--- src/rtl/key_debounce_multi.sv ---
// key_debounce_multi
// Multi-channel push-button conditioner. Each channel has a 2-flop
// synchroniser, a persistence-count debouncer, and a small FSM. The FSM
// turns the debounced level into one-cycle press, release, long-press and
// auto-repeat pulses. All channels run independently on one clock.
`timescale 1ns/1ps

module key_debounce_multi #(
    parameter int NUM_KEYS        = 4,
    parameter int DEBOUNCE_CYCLES = 15,
    parameter int LONG_CYCLES     = 1000,
    parameter int REPEAT_CYCLES   = 200,
    parameter bit ACTIVE_LOW      = 1'b0
) (
    input  logic                clk,
    input  logic                rst,
    input  logic [NUM_KEYS-1:0] key,
    output logic [NUM_KEYS-1:0] key_level,
    output logic [NUM_KEYS-1:0] press_pulse,
    output logic [NUM_KEYS-1:0] release_pulse,
    output logic [NUM_KEYS-1:0] long_pulse,
    output logic [NUM_KEYS-1:0] repeat_pulse
);

    // Debounce counter must be able to count up to DEBOUNCE_CYCLES-1.
    localparam int DB_W = $clog2(DEBOUNCE_CYCLES + 1);

    // One hold counter serves both the long-press and repeat intervals.
    localparam int HOLD_LR  = (LONG_CYCLES > REPEAT_CYCLES) ? LONG_CYCLES : REPEAT_CYCLES;
    localparam int HOLD_MAX = (HOLD_LR > 1) ? HOLD_LR : 1;
    localparam int HOLD_W   = $clog2(HOLD_MAX + 1);

    localparam logic [DB_W-1:0]   DB_LAST     = DB_W'(DEBOUNCE_CYCLES - 1);
    localparam logic [HOLD_W-1:0] LONG_LAST   = HOLD_W'(LONG_CYCLES - 1);
    localparam logic [HOLD_W-1:0] REPEAT_LAST = HOLD_W'((REPEAT_CYCLES > 0) ? (REPEAT_CYCLES - 1) : 0);

    // Channel FSM encoding.
    localparam logic [1:0] ST_IDLE   = 2'd0;
    localparam logic [1:0] ST_HELD   = 2'd1;
    localparam logic [1:0] ST_REPEAT = 2'd2;

    // Level the raw pin shows when the key is not pressed.
    localparam logic INACTIVE = ACTIVE_LOW;

    logic [NUM_KEYS-1:0] sync_a;
    logic [NUM_KEYS-1:0] sync_b;
    logic [NUM_KEYS-1:0] pressed;

    // Two-flop synchroniser; reset to the idle pin level so that a reset
    // never looks like a key event.
    always_ff @(posedge clk or posedge rst) begin
        if (rst) begin
            sync_a <= {NUM_KEYS{INACTIVE}};
            sync_b <= {NUM_KEYS{INACTIVE}};
        end else begin
            sync_a <= key;
            sync_b <= sync_a;
        end
    end

    // Normalise polarity so that 1 always means "pressed" downstream.
    assign pressed = sync_b ^ {NUM_KEYS{ACTIVE_LOW}};

    for (genvar ch = 0; ch < NUM_KEYS; ch++) begin : g_chan
        logic [DB_W-1:0]   db_cnt;
        logic              level;
        logic              differs;
        logic              accept;
        logic              accept_press;
        logic              accept_release;
        logic [1:0]        state;
        logic [HOLD_W-1:0] hold_cnt;
        logic              press_r;
        logic              release_r;
        logic              long_r;
        logic              repeat_r;

        assign differs        = pressed[ch] ^ level;
        assign accept         = differs && (db_cnt == DB_LAST);
        assign accept_press   = accept && pressed[ch];
        assign accept_release = accept && !pressed[ch];

        // Debouncer: a new level is accepted only after it has been seen on
        // DEBOUNCE_CYCLES consecutive samples; any return to the current
        // level restarts the count.
        always_ff @(posedge clk or posedge rst) begin
            if (rst) begin
                db_cnt <= '0;
                level  <= 1'b0;
            end else if (!differs) begin
                db_cnt <= '0;
            end else if (db_cnt == DB_LAST) begin
                db_cnt <= '0;
                level  <= pressed[ch];
            end else begin
                db_cnt <= db_cnt + DB_W'(1);
            end
        end

        // Event FSM: press -> long -> repeats, with release overriding any
        // long/repeat pulse that would have landed in the same cycle.
        always_ff @(posedge clk or posedge rst) begin
            if (rst) begin
                state     <= ST_IDLE;
                hold_cnt  <= '0;
                press_r   <= 1'b0;
                release_r <= 1'b0;
                long_r    <= 1'b0;
                repeat_r  <= 1'b0;
            end else begin
                press_r   <= 1'b0;
                release_r <= 1'b0;
                long_r    <= 1'b0;
                repeat_r  <= 1'b0;
                if (accept_release) begin
                    state     <= ST_IDLE;
                    hold_cnt  <= '0;
                    release_r <= 1'b1;
                end else begin
                    case (state)
                        ST_IDLE: begin
                            if (accept_press) begin
                                state    <= ST_HELD;
                                hold_cnt <= '0;
                                press_r  <= 1'b1;
                            end
                        end
                        ST_HELD: begin
                            if (hold_cnt == LONG_LAST) begin
                                state    <= ST_REPEAT;
                                hold_cnt <= '0;
                                long_r   <= 1'b1;
                            end else begin
                                hold_cnt <= hold_cnt + HOLD_W'(1);
                            end
                        end
                        ST_REPEAT: begin
                            // With repeat disabled the channel parks here
                            // silently until release.
                            if (REPEAT_CYCLES > 0) begin
                                if (hold_cnt == REPEAT_LAST) begin
                                    hold_cnt <= '0;
                                    repeat_r <= 1'b1;
                                end else begin
                                    hold_cnt <= hold_cnt + HOLD_W'(1);
                                end
                            end
                        end
                        default: begin
                            state    <= ST_IDLE;
                            hold_cnt <= '0;
                        end
                    endcase
                end
            end
        end

        assign key_level[ch]     = level;
        assign press_pulse[ch]   = press_r;
        assign release_pulse[ch] = release_r;
        assign long_pulse[ch]    = long_r;
        assign repeat_pulse[ch]  = repeat_r;
    end

endmodule

--- config.mk ---
export PLATFORM = sky130hd
export DESIGN_NAME = key_debounce_multi
export DESIGN_NICKNAME = d
export VERILOG_FILES = /design/src/rtl/key_debounce_multi.sv
export SDC_FILE = /design/constraint.sdc
export NUM_CORES = 1
export LEC_CHECK = 0
export ABC_AREA = 1
export CAP_MARGIN = 30
export CORE_ASPECT_RATIO = 2
export CORE_MARGIN = 4
export CORE_UTILIZATION = 60
export DETAILED_ROUTE_END_ITERATION = 8
export GPL_TIMING_DRIVEN = 0
export MAX_ROUTING_LAYER = met4
export PLACE_DENSITY_LB_ADDON = 0.05
export SYNTH_ARGS = -nofsm -noshare
export SYNTH_HDL_FRONTEND = slang
export SYNTH_SLANG_ARGS = --single-unit
--- constraint.sdc ---
create_clock -name clk -period 5.5 [get_ports clk]
set_input_delay 1.1 -clock clk [delete_from_list [all_inputs] [get_ports clk]]
set_output_delay 1.1 -clock clk [all_outputs]
set_load 0.1 [all_outputs]
* Word level (Yosys, flattened, before mapping)
Index checks and enable logic that the tools add are counted.
** Operators by class
- Equal/unequal tests :: 32
- Reduce and logical (&&, ||, !) cells :: 28
- Muxes and demuxes :: 84
- $add $sub $neg :: 8
- Bitwise gates (word level) :: 4
** Operators with widths (count)
- 10-bit 2-to-1 mux :: 16
- 10-bit case mux with 3 select lines :: 4
- 10-bit by 1-bit adder with 10-bit output, second input constant :: 4
- 10-bit == test, second input constant :: 4
- 10-bit by 8-bit == test with 1-bit output, second input constant :: 4
- 1-bit 2-to-1 mux :: 40
- 4-bit 2-to-1 mux :: 8
- 2-bit 2-to-1 mux :: 12
- 3-bit != test, second input constant :: 8
- 2-bit case mux with 3 select lines :: 4
- 4-bit by 1-bit adder with 4-bit output, second input constant :: 4
- 4-bit == test, second input constant :: 4
- 1-bit logical AND :: 12
- 3-bit AND reduction :: 4
- 2-bit by 1-bit == test with 1-bit output, second input constant :: 4
- 2-bit == test, second input constant :: 4
- 2-bit logical NOT :: 4
- 2-bit != test, second input constant :: 4
- 2-bit AND reduction :: 4
- 1-bit logical NOT :: 4
- 1-bit XOR :: 4
** Storage, ports and cells
- Output and inout port bits :: 20
- Input bits :: 6
- Word-level logic and storage cells :: 190
- Register bits after elaboration :: 92

* Logic depth before layout (Yosys ltp)
Gate-level depths: netlist of the first run.
- Depth in word-level cells :: 6
- Gate-level depth with buffers :: 11
- Mapped depth without buffers :: 11

* Least setup slack after synthesis of the first run
No wires, ideal clock.
- Kind :: register to output
- From :: register g_chan[0].level
- To :: output port key_level[0]
- Required time :: 4.400 ns
- Path buffers :: 1
- Arrival time :: 0.623 ns
- Cell stages (with the launch flop) :: 2
- Path slack :: 3.777 ns
- Cells stage by stage :: dfrtp_1 > buf_4
** RTL lines
- from (decl) :: RTL line 66 : logic level;
- from (signal assigned) :: RTL line 94 : level <= pressed[ch];
- to (decl) :: RTL line 18 : output logic [NUM_KEYS-1:0] key_level,
No word-level cell between the ends.

* Worst setup path in the final report of the first run
- From :: register g_chan[2].level
- To :: output port key_level[2]
** RTL lines (RTL line)
- from (decl) :: 66
- from (signal assigned) :: 94
No word-level cell between the ends.

==> reports/results.ini, run 1 <==
[finish]
largest_registers = g_chan.hold_cnt (40), g_chan.db_cnt (16), g_chan.state (8)
diodes = 0
fillers = 663
drive_above_1_share = 0.129
syn2layout_area_growth_pct = 14.2
top_register = g_chan.hold_cnt
regArea_sq_um = 2300
nets = 686
largest_reg_flops = 40
multi_input_area_sq_um = 2260

[drt]
wl_microns = 9580
wl_per_cell_microns = 12.6
drt-pass1-iter-count = 4
viasPerCell = 5.16
antenna_left = 0
vias = 3913
drc_errors = 0
drt-initial-drc-count = 168

[timing]
fin_tns_setup_ns = 0
hold_viol = 0
fin_worst_skew_ns = 0.00722
fmax_mhz = 326
grt_setup_unrepaired = false
setup_viol = 0
hold_ws_ns = 0.344
slew_violations = 0
slew_headroom = 0.350
worst_pin_slew_ns = 0.972
period_minus_slack_ns = 3.07
period_share = 0.557

[logic_synthesis]
synth_edf_count = 0
synth_top_area_frac = 0.452
syn_area_sq_um = 5100
synth_commonest_cells = 150 x nand2_1, 92 x dfrtp_1, 84 x inv_1, 82 x nor2_1, 40 x nand3_1
synth_top_flop_cell = dfrtp_1
syn_avg_cell_area_sq_um = 8.24
seq_area_frac_synth = 0.452
synth_nets = 649
yosysWarnings = 0
synth_area_leader_cell = dfrtp_1
synth_seq_cells = 92
synth_cell_types = 33
syn_inst = 619
ys_top_cells_by_area = dfrtp_1 45%, nand2_1 11%, inv_1 6.2%
async_reset_ff_frac = 1.00
synth_most_common_cell = nand2_1

[floorplan]
num_rows = 47
start_util = 0.615
die_y_microns = 138
fp.dieW_microns = 73.2
core-area_sq_um = 8290
die_area_sq_um = 10100
pin_count = 26

[global_route]
antenna_found_initial = 0
grt_use_total = 0.216
grt_pass1_wl_microns = 17100
grt_max_degree = 61
overflow = 0
grt_pass1_vias = 3998

[setup_path]
worstSetupPathType = reg2out
r2r_end = g_chan[0].hold_cnt[4]
critPathMaxStageDelay_ns = 1.11
required_ns = 4.40
crit_path_max_fanout = 3
critPathCaptureType = primary output
crit_chain = buf_4, clkdlybuf4s50_1
arrival_ns = 1.97
ff2ff_path_depth = 7
cpMaxStageDelayCell = clkdlybuf4s50_1
r2r_slack_ns = 3.86
critPathLaunchType = flop
reg2reg_from = g_chan[0].db_cnt[0]

[clock_tree]
cts_buffer_depth = 2
clk_latency_ns = 0.34
cts_resized = 0
cts_sinks = 92
root_buffer = clkbuf_16
post_cts_buffers = 0
numCtsBuffers = 9
clk_pin_slew_ns = 0.07
cts-hold-fix-buffers = 0
htree_levels = 3
cts_tree = done

[min_path]
hold_path_depth = 0
min_to = pressed[2]
min_path_type = reg2reg
min_from = sync_a[2]

[place]
dp_hpwl_microns = 7180
place.gp.congestion = 0.880
port_buffers = 25

[pwr]
vdd_drop_max_mv = 0.263
power_leakage_nw = 2.84
cellPowerDensity_nw_per_um2 = 285

[job]
maxCapViolations = 0

[run_status]
status = complete, no violations

## report_power, final
part | total (mW) | internal [mW] | switching (mW)
logic | 0.275 | 0.0937 | 0.182
registers | 0.728 | 0.704 | 0.0241
clock network | 0.654 | 0.410 | 0.244
total | 1.66 | 1.21 | 0.450
## cell families (layout without fill, tap and decap cells)
| logic type | Yosys count | count (layout) | synth area share |
|---|---|---|---|
| simple gates | 346 | 346 | 0.322 |
| compound gates | 24 | 24 | 0.0312 |
| flops | 92 | 92 | 0.452 |
| xor+xnor | 18 | 18 | 0.0309 |
| buf+inv | 115 | 157 | 0.106 |
| fa+ha+maj | 24 | 24 | 0.0589 |
## per-stage QoR
stage | cell area (sq um) | power [mW] | setup WS [ns] | util | cells
final | 5820 | 1.66 | 2.43 | 0.702 | 759
after detailed placement | 5500 | 1.01 | 2.80 | 0.663 | 743
after global routing | 5820 | 1.74 | 2.39 | 0.702 | 759
after floorplan | 5100 | 0.950 | 2.01 | - | 619
after CTS | 5820 | 1.68 | 2.42 | 0.702 | 759
after global placement | 5470 | 1.00 | 0.647 | 0.660 | 742
## layer usage
| layer | vias to the layer above | routed length [microns] | global-route usage |
|---|---|---|---|
| met4 | 0 | 205 | 0.0778 |
| li1 | 1990 | - | - |
| met2 | 45 | 5570 | 0.390 |
| met3 | 16 | 232 | 0.0443 |
| met5 | - | 0 | - |
| met1 | 1862 | 3580 | 0.222 |
## cell usage in the layout, fill, tap and decap left out, types with 2 or more instances in the layout
master and n:
a21oi_1 9, dfrtp_1 92, nor2_2 5, xor2_1 14, nor2_1 82, o21ai_0 4
buf_4 21, nor3b_1 3, nand2_4 4, bufinv_16 2, clkbuf_1 2, xnor2_1 4
a21oi_4 3, nand3_2 10, nand3_1 40, buf_6 2, o21ai_1 6, ha_1 24
clkinv_1 4, nor3_2 4, inv_1 83, nand2_1 150, nor2_4 4, nor3_1 9
nand3b_1 3, clkdlybuf4s50_1 25, nand2_2 10, clkbuf_16 9, inv_2 2, nand4_1 19
## how the worst max path moves through the flow
stage / startpoint / endpoint / slack (ns) / cells after the start
finish: g_chan[2].level / key_level[2] / 2.43 / 2
global route: g_chan[1].level / key_level[1] / 2.39 / 2
CTS: g_chan[1].level / key_level[1] / 2.42 / 2
detailed placement: g_chan[1].level / key_level[1] / 2.80 / 2
global placement: rst / g_chan[1].hold_cnt[8] / 0.65 / 2
floorplan: rst / g_chan[0].db_cnt[0] / 2.01 / 1
## area by class of cell
cell class	instances	share of cell area
clock inverter	4	0.0125
sequential	92	0.396
multi-input combinational	412	0.388
inverter	90	0.0585
timing repair buffer	26	0.0477
buffer	25	0.0344
clock buffer	12	0.0423
tap	98	0.0211
## critical path, delay by kind of cell, from the launching register on
family / cells / cell delay [ns]
buf+inv: 2 / 1.23
flops: 1 / 0.39
Power figures use the tool's default switching activity.
==> run 2, diff against run 1 <==
Clock period 5.5 ns to 3 ns, I/O delays scaled along.
==> results of run 2 <==
Same layout as run 1 (identical final DEF). Status: complete, no violations.
Among the figures that moved: setup slack after placement 2.80 ns -> 0.795 ns; setup slack after layout 2.43 ns -> 0.435 ns; register-to-register setup slack 3.86 ns -> 1.36 ns; total power 1.66 mW -> 3.04 mW; worst IR drop on VDD 0.263 mV -> 0.482 mV
==> run 3, diff against run 2 <==
--- a/constraint.sdc
+++ b/constraint.sdc
@@ -3,2 +3,2 @@
 set_output_delay 0.6 -clock clk [all_outputs]
-set_load 0.1 [all_outputs]
+set_load 0.05 [all_outputs]
==> results of run 3 <==
Same layout as run 1 (identical final DEF). Status: complete, no violations.
Among the figures that moved: setup slack after placement 2.80 ns -> 1.13 ns; setup slack after layout 2.43 ns -> 0.766 ns; register-to-register setup slack 3.86 ns -> 1.36 ns; total power 1.66 mW -> 3.04 mW; worst IR drop on VDD 0.263 mV -> 0.482 mV
